`config.mk`:
```
export PLATFORM = sky130hd
export DESIGN_NAME = note_display_scanner
export DESIGN_NICKNAME = d
export VERILOG_FILES = /design/src/rtl/note_display_scanner.sv
export SDC_FILE = /design/constraint.sdc
export NUM_CORES = 1
export LEC_CHECK = 0
export CORE_UTILIZATION = 40
export CTS_CLUSTER_DIAMETER = 60
export DETAILED_ROUTE_END_ITERATION = 8
export SLEW_MARGIN = 20
export SYNTH_ARGS = -nofsm -noshare
export SYNTH_HDL_FRONTEND = slang
export SYNTH_SLANG_ARGS = --single-unit
```
`constraint.sdc`:
```
create_clock -name clk_i -period 1.9 [get_ports clk_i]
set_clock_uncertainty 0.1 [all_clocks]
set_input_delay 0.285 -clock clk_i [delete_from_list [all_inputs] [get_ports clk_i]]
set_output_delay 0.285 -clock clk_i [all_outputs]
set_load 0.05 [all_outputs]
```
`src/rtl/note_display_scanner.sv`:
```
// Scrolling multi-digit note display driver.
//
// Keeps DIGITS note codes in a shift buffer (slot 0 = rightmost/newest) and time-multiplexes them
// onto a shared 7-segment bus. Notes arrive over a valid/ready handshake; an optional hold timer
// paces entry by dropping note_ready_o for HOLD_CYCLES cycles after each accept.
//
// Ports
//   clk_i         single clock, all state on the rising edge
//   reset_i       synchronous, active-high reset
//   clear_i       synchronous clear of the note buffer and the hold FSM
//   note_valid_i  note_code_i is valid
//   note_code_i   [3] = sharp, [2:0] = 0..6 -> C D E F G A B, 7 -> rest
//   note_ready_o  block can accept a note (registered)
//   seg_o         {g,f,e,d,c,b,a} of the selected digit (registered)
//   dp_o          sharp indicator of the selected digit (registered)
//   an_o          one-hot digit enable (registered)
module note_display_scanner #(
  parameter int unsigned DIGITS      = 4,
  parameter int unsigned SCAN_DIV    = 1000,
  parameter int unsigned HOLD_CYCLES = 0,
  parameter bit          ACTIVE_LOW  = 1'b0
) (
  input  logic              clk_i,
  input  logic              reset_i,
  input  logic              clear_i,
  input  logic              note_valid_i,
  input  logic [3:0]        note_code_i,
  output logic              note_ready_o,
  output logic [6:0]        seg_o,
  output logic              dp_o,
  output logic [DIGITS-1:0] an_o
);

  localparam int unsigned IdxW  = (DIGITS > 1) ? $clog2(DIGITS) : 1;
  localparam int unsigned DivW  = (SCAN_DIV > 1) ? $clog2(SCAN_DIV) : 1;
  localparam int unsigned HoldW = (HOLD_CYCLES > 1) ? $clog2(HOLD_CYCLES) : 1;
  localparam bit          HoldEn = (HOLD_CYCLES > 0);

  localparam logic [DivW-1:0]   DivLast  = DivW'(SCAN_DIV - 1);
  localparam logic [IdxW-1:0]   IdxLast  = IdxW'(DIGITS - 1);
  localparam logic [HoldW-1:0]  HoldLoad = HoldEn ? HoldW'(HOLD_CYCLES - 1) : '0;
  // Reset output image: digit 0 enabled, segments and dp dark, all after polarity.
  localparam logic [DIGITS-1:0] AnRst    = {{(DIGITS-1){ACTIVE_LOW}}, ~ACTIVE_LOW};
  localparam logic [6:0]        SegRst   = {7{ACTIVE_LOW}};

  typedef struct packed {
    logic       used;
    logic [3:0] code;
  } slot_t;

  typedef enum logic [0:0] {StReady, StHold} state_e;

  slot_t [DIGITS-1:0] slot_q, slot_d;
  state_e             state_q, state_d;
  logic [HoldW-1:0]   hold_q, hold_d;
  logic               ready_q, ready_d;
  logic [DivW-1:0]    div_q, div_d;
  logic [IdxW-1:0]    idx_q, idx_d;
  logic [6:0]         seg_q, seg_d;
  logic               dp_q, dp_d;
  logic [DIGITS-1:0]  an_q, an_d;

  logic               accept;
  slot_t              sel;
  logic [6:0]         seg_pre;
  logic               dp_pre;
  logic [DIGITS-1:0]  an_pre;

  assign accept = note_valid_i & ready_q;

  function automatic logic [6:0] note_to_seg(input logic [2:0] note);
    logic [6:0] s;
    unique case (note)
      3'd0:    s = 7'h39;  // C
      3'd1:    s = 7'h5E;  // D
      3'd2:    s = 7'h79;  // E
      3'd3:    s = 7'h71;  // F
      3'd4:    s = 7'h3D;  // G
      3'd5:    s = 7'h77;  // A
      3'd6:    s = 7'h7C;  // B
      default: s = 7'h40;  // rest: dash
    endcase
    return s;
  endfunction

  // Note buffer: clear wins over accept, so a coinciding handshake is consumed and dropped.
  always_comb begin
    slot_d = slot_q;
    if (clear_i) begin
      slot_d = '0;
    end else if (accept) begin
      for (int i = DIGITS - 1; i >= 1; i--) begin
        slot_d[i] = slot_q[i-1];
      end
      slot_d[0] = '{used: 1'b1, code: note_code_i};
    end
  end

  // Hold FSM: READY counts HOLD_CYCLES-1 down to 0 in HOLD, giving HOLD_CYCLES low cycles.
  always_comb begin
    state_d = state_q;
    hold_d  = hold_q;
    if (clear_i) begin
      state_d = StReady;
      hold_d  = '0;
    end else begin
      unique case (state_q)
        StReady: begin
          if (accept && HoldEn) begin
            state_d = StHold;
            hold_d  = HoldLoad;
          end
        end
        StHold: begin
          if (hold_q == '0) begin
            state_d = StReady;
          end else begin
            hold_d = hold_q - 1'b1;
          end
        end
        default: begin
          state_d = StReady;
          hold_d  = '0;
        end
      endcase
    end
    ready_d = (state_d == StReady);
  end

  // Scanner: free-running, independent of clear and the handshake.
  always_comb begin
    div_d = div_q + 1'b1;
    idx_d = idx_q;
    if (div_q == DivLast) begin
      div_d = '0;
      idx_d = (idx_q == IdxLast) ? '0 : idx_q + 1'b1;
    end
  end

  // Output decode of the currently selected slot; registered below for 1-cycle latency.
  always_comb begin
    sel     = slot_q[idx_q];
    seg_pre = '0;
    dp_pre  = 1'b0;
    if (sel.used) begin
      seg_pre = note_to_seg(sel.code[2:0]);
      dp_pre  = sel.code[3] && (sel.code[2:0] != 3'd7);
    end
    an_pre        = '0;
    an_pre[idx_q] = 1'b1;
    seg_d = seg_pre ^ {7{ACTIVE_LOW}};
    dp_d  = dp_pre ^ ACTIVE_LOW;
    an_d  = an_pre ^ {DIGITS{ACTIVE_LOW}};
  end

  always_ff @(posedge clk_i) begin
    if (reset_i) begin
      slot_q  <= '0;
      state_q <= StReady;
      hold_q  <= '0;
      ready_q <= 1'b0;
      div_q   <= '0;
      idx_q   <= '0;
      seg_q   <= SegRst;
      dp_q    <= ACTIVE_LOW;
      an_q    <= AnRst;
    end else begin
      slot_q  <= slot_d;
      state_q <= state_d;
      hold_q  <= hold_d;
      ready_q <= ready_d;
      div_q   <= div_d;
      idx_q   <= idx_d;
      seg_q   <= seg_d;
      dp_q    <= dp_d;
      an_q    <= an_d;
    end
  end

  assign note_ready_o = ready_q;
  assign seg_o        = seg_q;
  assign dp_o         = dp_q;
  assign an_o         = an_q;

endmodule

```
# --- Word level (Yosys, flattened, before mapping) ---
# Index checks and enable logic that the tools add are counted.
word_totals:
  regBits: 47
  out_inout_bits: 13
op_classes:
  n_addsub: 3
  n_lt_le_gt_ge: 2
  n_eq_ne: 9
  n_mux: 10
  n_bitwise: 3
  n_reduce_logical: 6
ops:
  columns: ["operator", "n"]
  rows:
  - ["$pmux W7 S7", 1]
  - ["$add A10 B1 Y10 const B", 1]
  - ["$bmux W5 S2", 1]
  - ["$eq A10 B10 Y1 const B", 1]
  - ["$eq A3 B3 Y1 const B", 3]
  - ["$eq A3 B2 Y1 const B", 2]
  - ["$reduce_or A2 Y1", 3]
  - ["$mux W1", 5]
  - ["$mux W5", 1]
  - ["$eq A3 B1 Y1 const B", 1]
  - ["$logic_not A3 Y1", 1]
  - ["$lt A2 B3 Y1 const B", 1]
  - ["$ne A3 B3 Y1 const B", 1]
  - ["$add A2 B1 Y2 const B", 1]
  - ["$demux W1 S2", 1]
  - ["$eq A2 B2 Y1 const B", 1]
  - ["$ge A2 B1 Y1 const B", 1]
  - ["$logic_and A1 B1 Y1", 2]
  - ["$mux W2", 1]
  - ["$not A1 Y1", 2]
  - ["$and A1 B1 Y1", 1]
  - ["$sub A1 B1 Y1 const B", 1]

# --- Depth between registers and ports, before layout ---
# Gate-level depths: netlist of the first run.
depth:
  ltp_word: 4
  ltp_mapped: 5

# --- Least setup slack after synthesis of the first run ---
# OpenSTA, ideal clock, no wires.
synth_timing:
  path_type: "register to register"
  from: "register idx_q[0]"
  to: "register dp_q, in the netlist dp_o"
  arrival_time_ns: 1.447
  required_ns: 1.741
  slack_ns: 0.294
  path_stages_with_launch: 6
  n_path_buf: 1
  period_less_slack_ns: 1.606
  cell_sequence: "dfxtp_1 buf_6 mux4_2 and2_4 a21oi_4 and2_1"
synth_between:
  elab_chain_len: 4
  word_cells_on_any_way: 6
  classes_between: "eq/ne (1); mux (2); bitwise (1); reduce/logical (2)"
synth_rtl:
  columns: ["element", "line_no", "source"]
  rows:
  - ["from (decl)", "58", "logic [IdxW-1:0] idx_q, idx_d;"]
  - ["from (signal assigned)", "173", "idx_q <= idx_d;"]
  - ["$bmux W5 S2 *", "142", "sel = slot_q[idx_q];"]
  - ["$mux W5 (not written as such) *", "142", null]
  - ["$ne A3 B3 Y1 or $not A1 Y1 (tied branches)", null, null]
  - ["$logic_and A1 B1 Y1 or $reduce_or A2 Y1 (tied branches)", null, null]
  - ["to (signal assigned)", "175", "dp_q <= dp_d;"]
  - ["to (decl)", "60", "logic dp_q, dp_d;"]
# Every way passes the cells marked *; elsewhere a longest branch is shown, timed or not. The select of a mux whose other input is x is not followed.
# A chain may end at the register's enable or synchronous reset.

# --- Worst setup path after layout of the first run ---
layout_timing:
  from: "register an_q[0], in the netlist an_o[0]"
  to: "output port an_o[0]"
layout_rtl:
  columns: ["element", "line_no", "source"]
  rows:
  - ["from (decl)", "61", "logic [DIGITS-1:0] an_q, an_d;"]
  - ["from (signal assigned)", "166", "an_q <= AnRst;"]
  - ["from (signal assigned)", "176", "an_q <= an_d;"]
  - ["to (decl)", "31", "output logic [DIGITS-1:0] an_o"]
# No word-level cell between the ends.

==> impl_metrics.yaml, run 1 <==
status:
  outcome: "complete, no violations"
clock_network:
  clk_latency_ns: 0.30
  clock_path_buffers: 2
  cts_buffers: 5
  htreeDepth: 2
  clockRootBuffer: "clkbuf_8"
  cts_tree: "done"
  cts_sinks: 45
  cts_resized: 0
  post_cts_buffers: 0
  clk_pin_slew_worst_paths_ns: 0.07
  cts_hold_buf: 0
grt:
  grt_antenna_before_repair: 0
  grt.total_usage_pct: 16.54
  overflow: 0
  grt_max_degree: 21
  grt_pass1_vias: 1317
  grt_pass1_wl_mm: 5.561
place:
  place_area_sq_um: 2027
  finalWeightedCongestion: 0.7888
  io_buffer_count: 20
  post-dp-hpwl_mm: 2.295
sta:
  setup_viol: 0
  relSlewSlack_pct: 66.87
  tns_ns: 0
  rsz0062_at_grt: "no"
  maxSlewViolCount: 0
  max_freq_mhz: 561.3
  worst_pin_slew_ns: 0.4954
  finalCritPeriodShare_pct: 93.77
  fin_crit_ns: 1.782
  hold_violations: 0
route:
  drc: 0
  post_drt_wl_per_cell_um: 11.79
  wl_mm: 3.148
  vias: 1375
  first_pass_iters: 4
  ant_nets: 0
  via_per_inst: 5.150
  drt_iter0_drc: 92
critical_path:
  critPathSlowestCell: "clkdlybuf4s50_1"
  critPathBufInv: 1
  crit_chain: "clkdlybuf4s50_1"
  critPathKind: "reg -> out"
  worstPathMaxFanout: 1
  crit_path_start_kind: "register"
  critPathMaxStageDelay_ns: 0.79
  worst_setup_path_end_kind: "primary output"
  cp.arrival_ns: 1.40
  worstPathRequired_ns: 1.51
  critical-path-top-delay-family: "buffers and inverters"
floorplan:
  floorplan.die_area_sq_um: 4687
  die-width_um: 68.46
  die_h_um: 68.46
  row_count: 23
  start_util_pct: 42.93
  num_io_pins: 21
  coreArea_sq_um: 4115
final_layout:
  drive_above_1_share_pct: 9.677
  nets: 231
  diodes: 0
  design_area_sq_um: 2101
  fillers: 396
  synthToLayoutAreaGrowth_pct: 18.91
synth:
  ys_ff_latch: 45
  synthArstFlopShare_pct: 0
  syn_nets: 207
  ys.flop_type: "dfxtp_1"
  synth_cells: 194
  synth_largest_area_cell: "dfxtp_1"
  syn_area_sq_um: 1767
  synth_edf_count: 0
  yosysSeqAreaShare_pct: 50.99
  synth_area_per_cell_sq_um: 9.107
  synth_common_cells: "nand2_1 (46), dfxtp_1 (45), a21oi_1 (26)"
  yosysUniqueCellTypes: 33
  yosys-top-cells-area: "dfxtp_1 (51%), nand2_1 (9.8%), a21oi_1 (7.4%)"
  synth_top_area_share_pct: 50.99
  synth.most_common_cell: "nand2_1"
  synth_warnings: 0
power:
  ir_drop_mv: 0.3629
  leakagePower_nw: 0.7537
  powerDensity_nw_per_um2: 759.2
  power_mw: 1.595
worst_hold_path:
  hold_class: "reg -> reg"
flow_run:
  drv_cap: 0
[cells in the final DEF, fill, tap and decap left out, drive strengths merged, types with 5 or more instances in the layout]
master         count
dfxtp             45
ha                 5
clkbuf             5
mux4               5
nor2              18
buf                6
nand2             47
nand3              6
clkdlybuf4s50     19
a21oi             27
[power breakdown]
group	switching (mW)	internal (mW)
sequential	0.0111	0.956
clock	0.296	0.242
combinational	0.0529	0.0368
[path summary, 6_finish.rpt]
kind,to,cells past startpoint,slack [ns],from
setup / recovery,an_o[0],1,0.12,an_o[0]$_SDFF_PP1_
hold / removal,slot_q[19]$_SDFFE_PP0P_,2,0.35,slot_q[19]$_SDFFE_PP0P_
setup reg to reg,seg_o[5]$_SDFF_PP0_,4,0.15,idx_q[0]$_SDFFE_PP0N_
hold reg to reg,slot_q[19]$_SDFFE_PP0P_,2,0.35,slot_q[19]$_SDFFE_PP0P_
[state kept, by name, summed over array words and instances (netlist names)]
name	flops
slot_q	20
div_q	10
seg_o	7
an_o	4
idx_q	2
dp_o	1
note_ready_o	1
[layout make-up]
class / count / area, sq um / area share [%]
tap: 50 / 62.56 / 2.978
timing repair buffer: 25 / 235.2 / 11.20
sequential: 45 / 900.9 / 42.88
clock inverter: 1 / 5.005 / 0.2382
clock buffer: 5 / 68.82 / 3.276
inverter: 3 / 11.26 / 0.5360
multi-input combinational: 138 / 817.0 / 38.89
[metrics by stage]
stage	cells	setup slack [ns]	utilization, %	hold slack [ns]
finish	267	0.1184	51.05	0.3522
CTS	267	0.09578	51.05	0.3566
detailed placement	261	0.1491	49.26	0.3463
global route	267	0.04627	51.05	0.3696
global placement	261	0.1701	49.26	0.3282
floorplan	194	0.2938	-	0.3044
[worst reg2reg max path, stage by stage (launching register included)]
cell and delay [ns]:
dfxtp_1 0.55, mux4_2 0.61, or2_1 0.27, nand2_1 0.06, a21oi_1 0.06
[metal layers]
layer	vias to the layer above	global-route usage, %	part of all wire, %
met5	-	0	0
met4	0	8.073	2.4
met3	9	6.667	5.3
met2	35	27.45	48
met1	640	18.16	44
li1	691	-	-
[cell families (layout without fill, tap and decap cells)]
logic type      count (synthesis)  in the layout  share of synthesized area, %
fa+ha+maj                       5              5                         3.541
buf+inv                        11             34                         2.762
xor+xnor                        5              5                         2.479
compound gates                 32             32                         10.55
mux                             6              6                         7.153
flops                          45             45                         50.99
simple gates                   90             90                         22.52
Note: power is estimated with default switching activity, not from simulation.
==> inputs of run 2 (changes only) <==
- SLEW_MARGIN: 20 -> 5
==> results of run 2 <==
Same layout as run 1: the final DEF is identical, and so are final timing and power.
==> inputs of run 3 (changes only) <==
- CORE_UTILIZATION: 40 -> 50
- PLACE_DENSITY: not set -> 0.73
==> impl_metrics.yaml, run 3 (same netlist as run 1, synthesis figures left out) <==
status:
  outcome: "complete, no violations"
route:
  drc: 0
  via_per_inst: 5.121
  first_pass_iters: 4
  post_drt_wl_per_cell_um: 11.63
  vias: 1352
  wl_mm: 3.071
  drt_iter0_drc: 65
  ant_nets: 0
floorplan:
  row_count: 21
  start_util_pct: 52.53
  num_io_pins: 21
  coreArea_sq_um: 3363
  floorplan.die_area_sq_um: 3775
  die_h_um: 61.44
  die-width_um: 61.44
clock_network:
  cts_hold_buf: 0
  cts_tree: "done"
  clockRootBuffer: "clkbuf_4"
  cts_sinks: 45
  cts_resized: 0
  post_cts_buffers: 0
  clock_path_buffers: 2
  cts_buffers: 5
  clk_latency_ns: 0.36
  htreeDepth: 2
  clk_pin_slew_worst_paths_ns: 0.12
place:
  post-dp-hpwl_mm: 2.349
  finalWeightedCongestion: 0.7676
  io_buffer_count: 20
  dp_cells: 256
grt:
  grt.total_usage_pct: 19.09
  overflow: 0
  grt_pass1_vias: 1261
  grt_antenna_before_repair: 0
  grt_pass1_wl_mm: 5.119
  grt_max_degree: 21
sta:
  maxSlewViolCount: 0
  fin_crit_ns: 1.687
  rsz0062_at_grt: "no"
  finalCritPeriodShare_pct: 88.80
  tns_ns: 0
  relSlewSlack_pct: 62.95
  worst_pin_slew_ns: 0.5545
  setup_viol: 0
  hold_violations: 0
  max_freq_mhz: 592.7
critical_path:
  worstPathMaxFanout: 5
  worstPathRequired_ns: 2.05
  reg2reg_depth: 4
  worst_setup_path_end_kind: "register"
  cp.arrival_ns: 1.84
  critPathKind: "reg -> reg"
  crit_path_start_kind: "register"
final_layout:
  final_cell_mix: "nand2_1 (46), dfxtp_1 (45), a21oi_1 (26)"
  synthToLayoutAreaGrowth_pct: 19.40
  largest_reg_flops: 20
  final_common_cell: "nand2_1"
  nets: 230
  drive_above_1_share_pct: 10.09
  largest-register: "slot_q"
  diodes: 0
  final_cells: 264
power:
  ir_drop_mv: 0.4324
  powerDensity_nw_per_um2: 724.2
  leakagePower_nw: 0.9506
flow_run:
  drv_cap: 0
worst_hold_path:
  hold_class: "reg -> reg"
  holdPathStages: 2
==> run 3: cell types whose count changed in the layout (fill, tap and decap cells not counted) <==
cell / previous run / this run
clkdlybuf4s50_1: 19 / 7
clkbuf_8: 5 / 1
clkinv_4: 0 / 1
buf_4: 6 / 5
dlymetal6s2s_1: 0 / 12
clkbuf_4: 0 / 5
==> run 3: report_power, final <==
part | internal [mW] | total [mW] | switching (mW)
registers | 0.957 | 0.968 | 0.0111
logic | 0.0355 | 0.0873 | 0.0518
clock network | 0.181 | 0.473 | 0.292
total | 1.17 | 1.53 | 0.355
==> run 3: cell type report <==
cell class              count  area (sq um)
fillers                   322          1254
flip-flops and latches     45         900.9
multi-input cells         138         817.0
repair buffers             24         257.7
well taps                  46         57.56
clock buffers               6         51.30
clock inverters             2         13.76
inverters                   3         11.26
==> run 3: layer usage <==
layer  share of wire [%]  GRT usage [%]
met5                   0              0
met4                 2.4          11.11
met3                 3.6          4.412
met2                  51          34.47
met1                  43          20.32
==> run 3: through the flow <==
step / worst slack (ns) / hold slack (ns) / power [mW] / instance area [sq um] / util (%)
after global placement: 0.2539 / 0.3267 / 1.073 / 2014 / 59.90
after CTS: 0.008821 / 0.3520 / 1.546 / 2079 / 61.83
after global routing: 0.06111 / 0.3652 / 1.597 / 2110 / 62.72
after detailed placement: 0.1887 / 0.3434 / 1.077 / 2014 / 59.90
final: 0.2129 / 0.3591 / 1.528 / 2110 / 62.72
after floorplan: 0.2938 / 0.3044 / 1.042 / 1767 / -
==> run 3: path summary, 6_finish.rpt <==
path                                              start                 endpoint  slack, ns
worst max register to register    idx_q[0]$_SDFFE_PP0N_      seg_o[0]$_SDFF_PP0_       0.21
worst min register to register  slot_q[18]$_SDFFE_PP0P_  slot_q[18]$_SDFFE_PP0P_       0.36
worst min-delay path            slot_q[18]$_SDFFE_PP0P_  slot_q[18]$_SDFFE_PP0P_       0.36
worst max-delay path              idx_q[0]$_SDFFE_PP0N_      seg_o[0]$_SDFF_PP0_       0.21
==> run 3: critical path, stage by stage, from the launching register on <==
cell and delay (ns):
dfxtp_1 0.49, mux4_2 0.59, nand2b_1 0.21, nor2_1 0.14, nor3_1 0.07
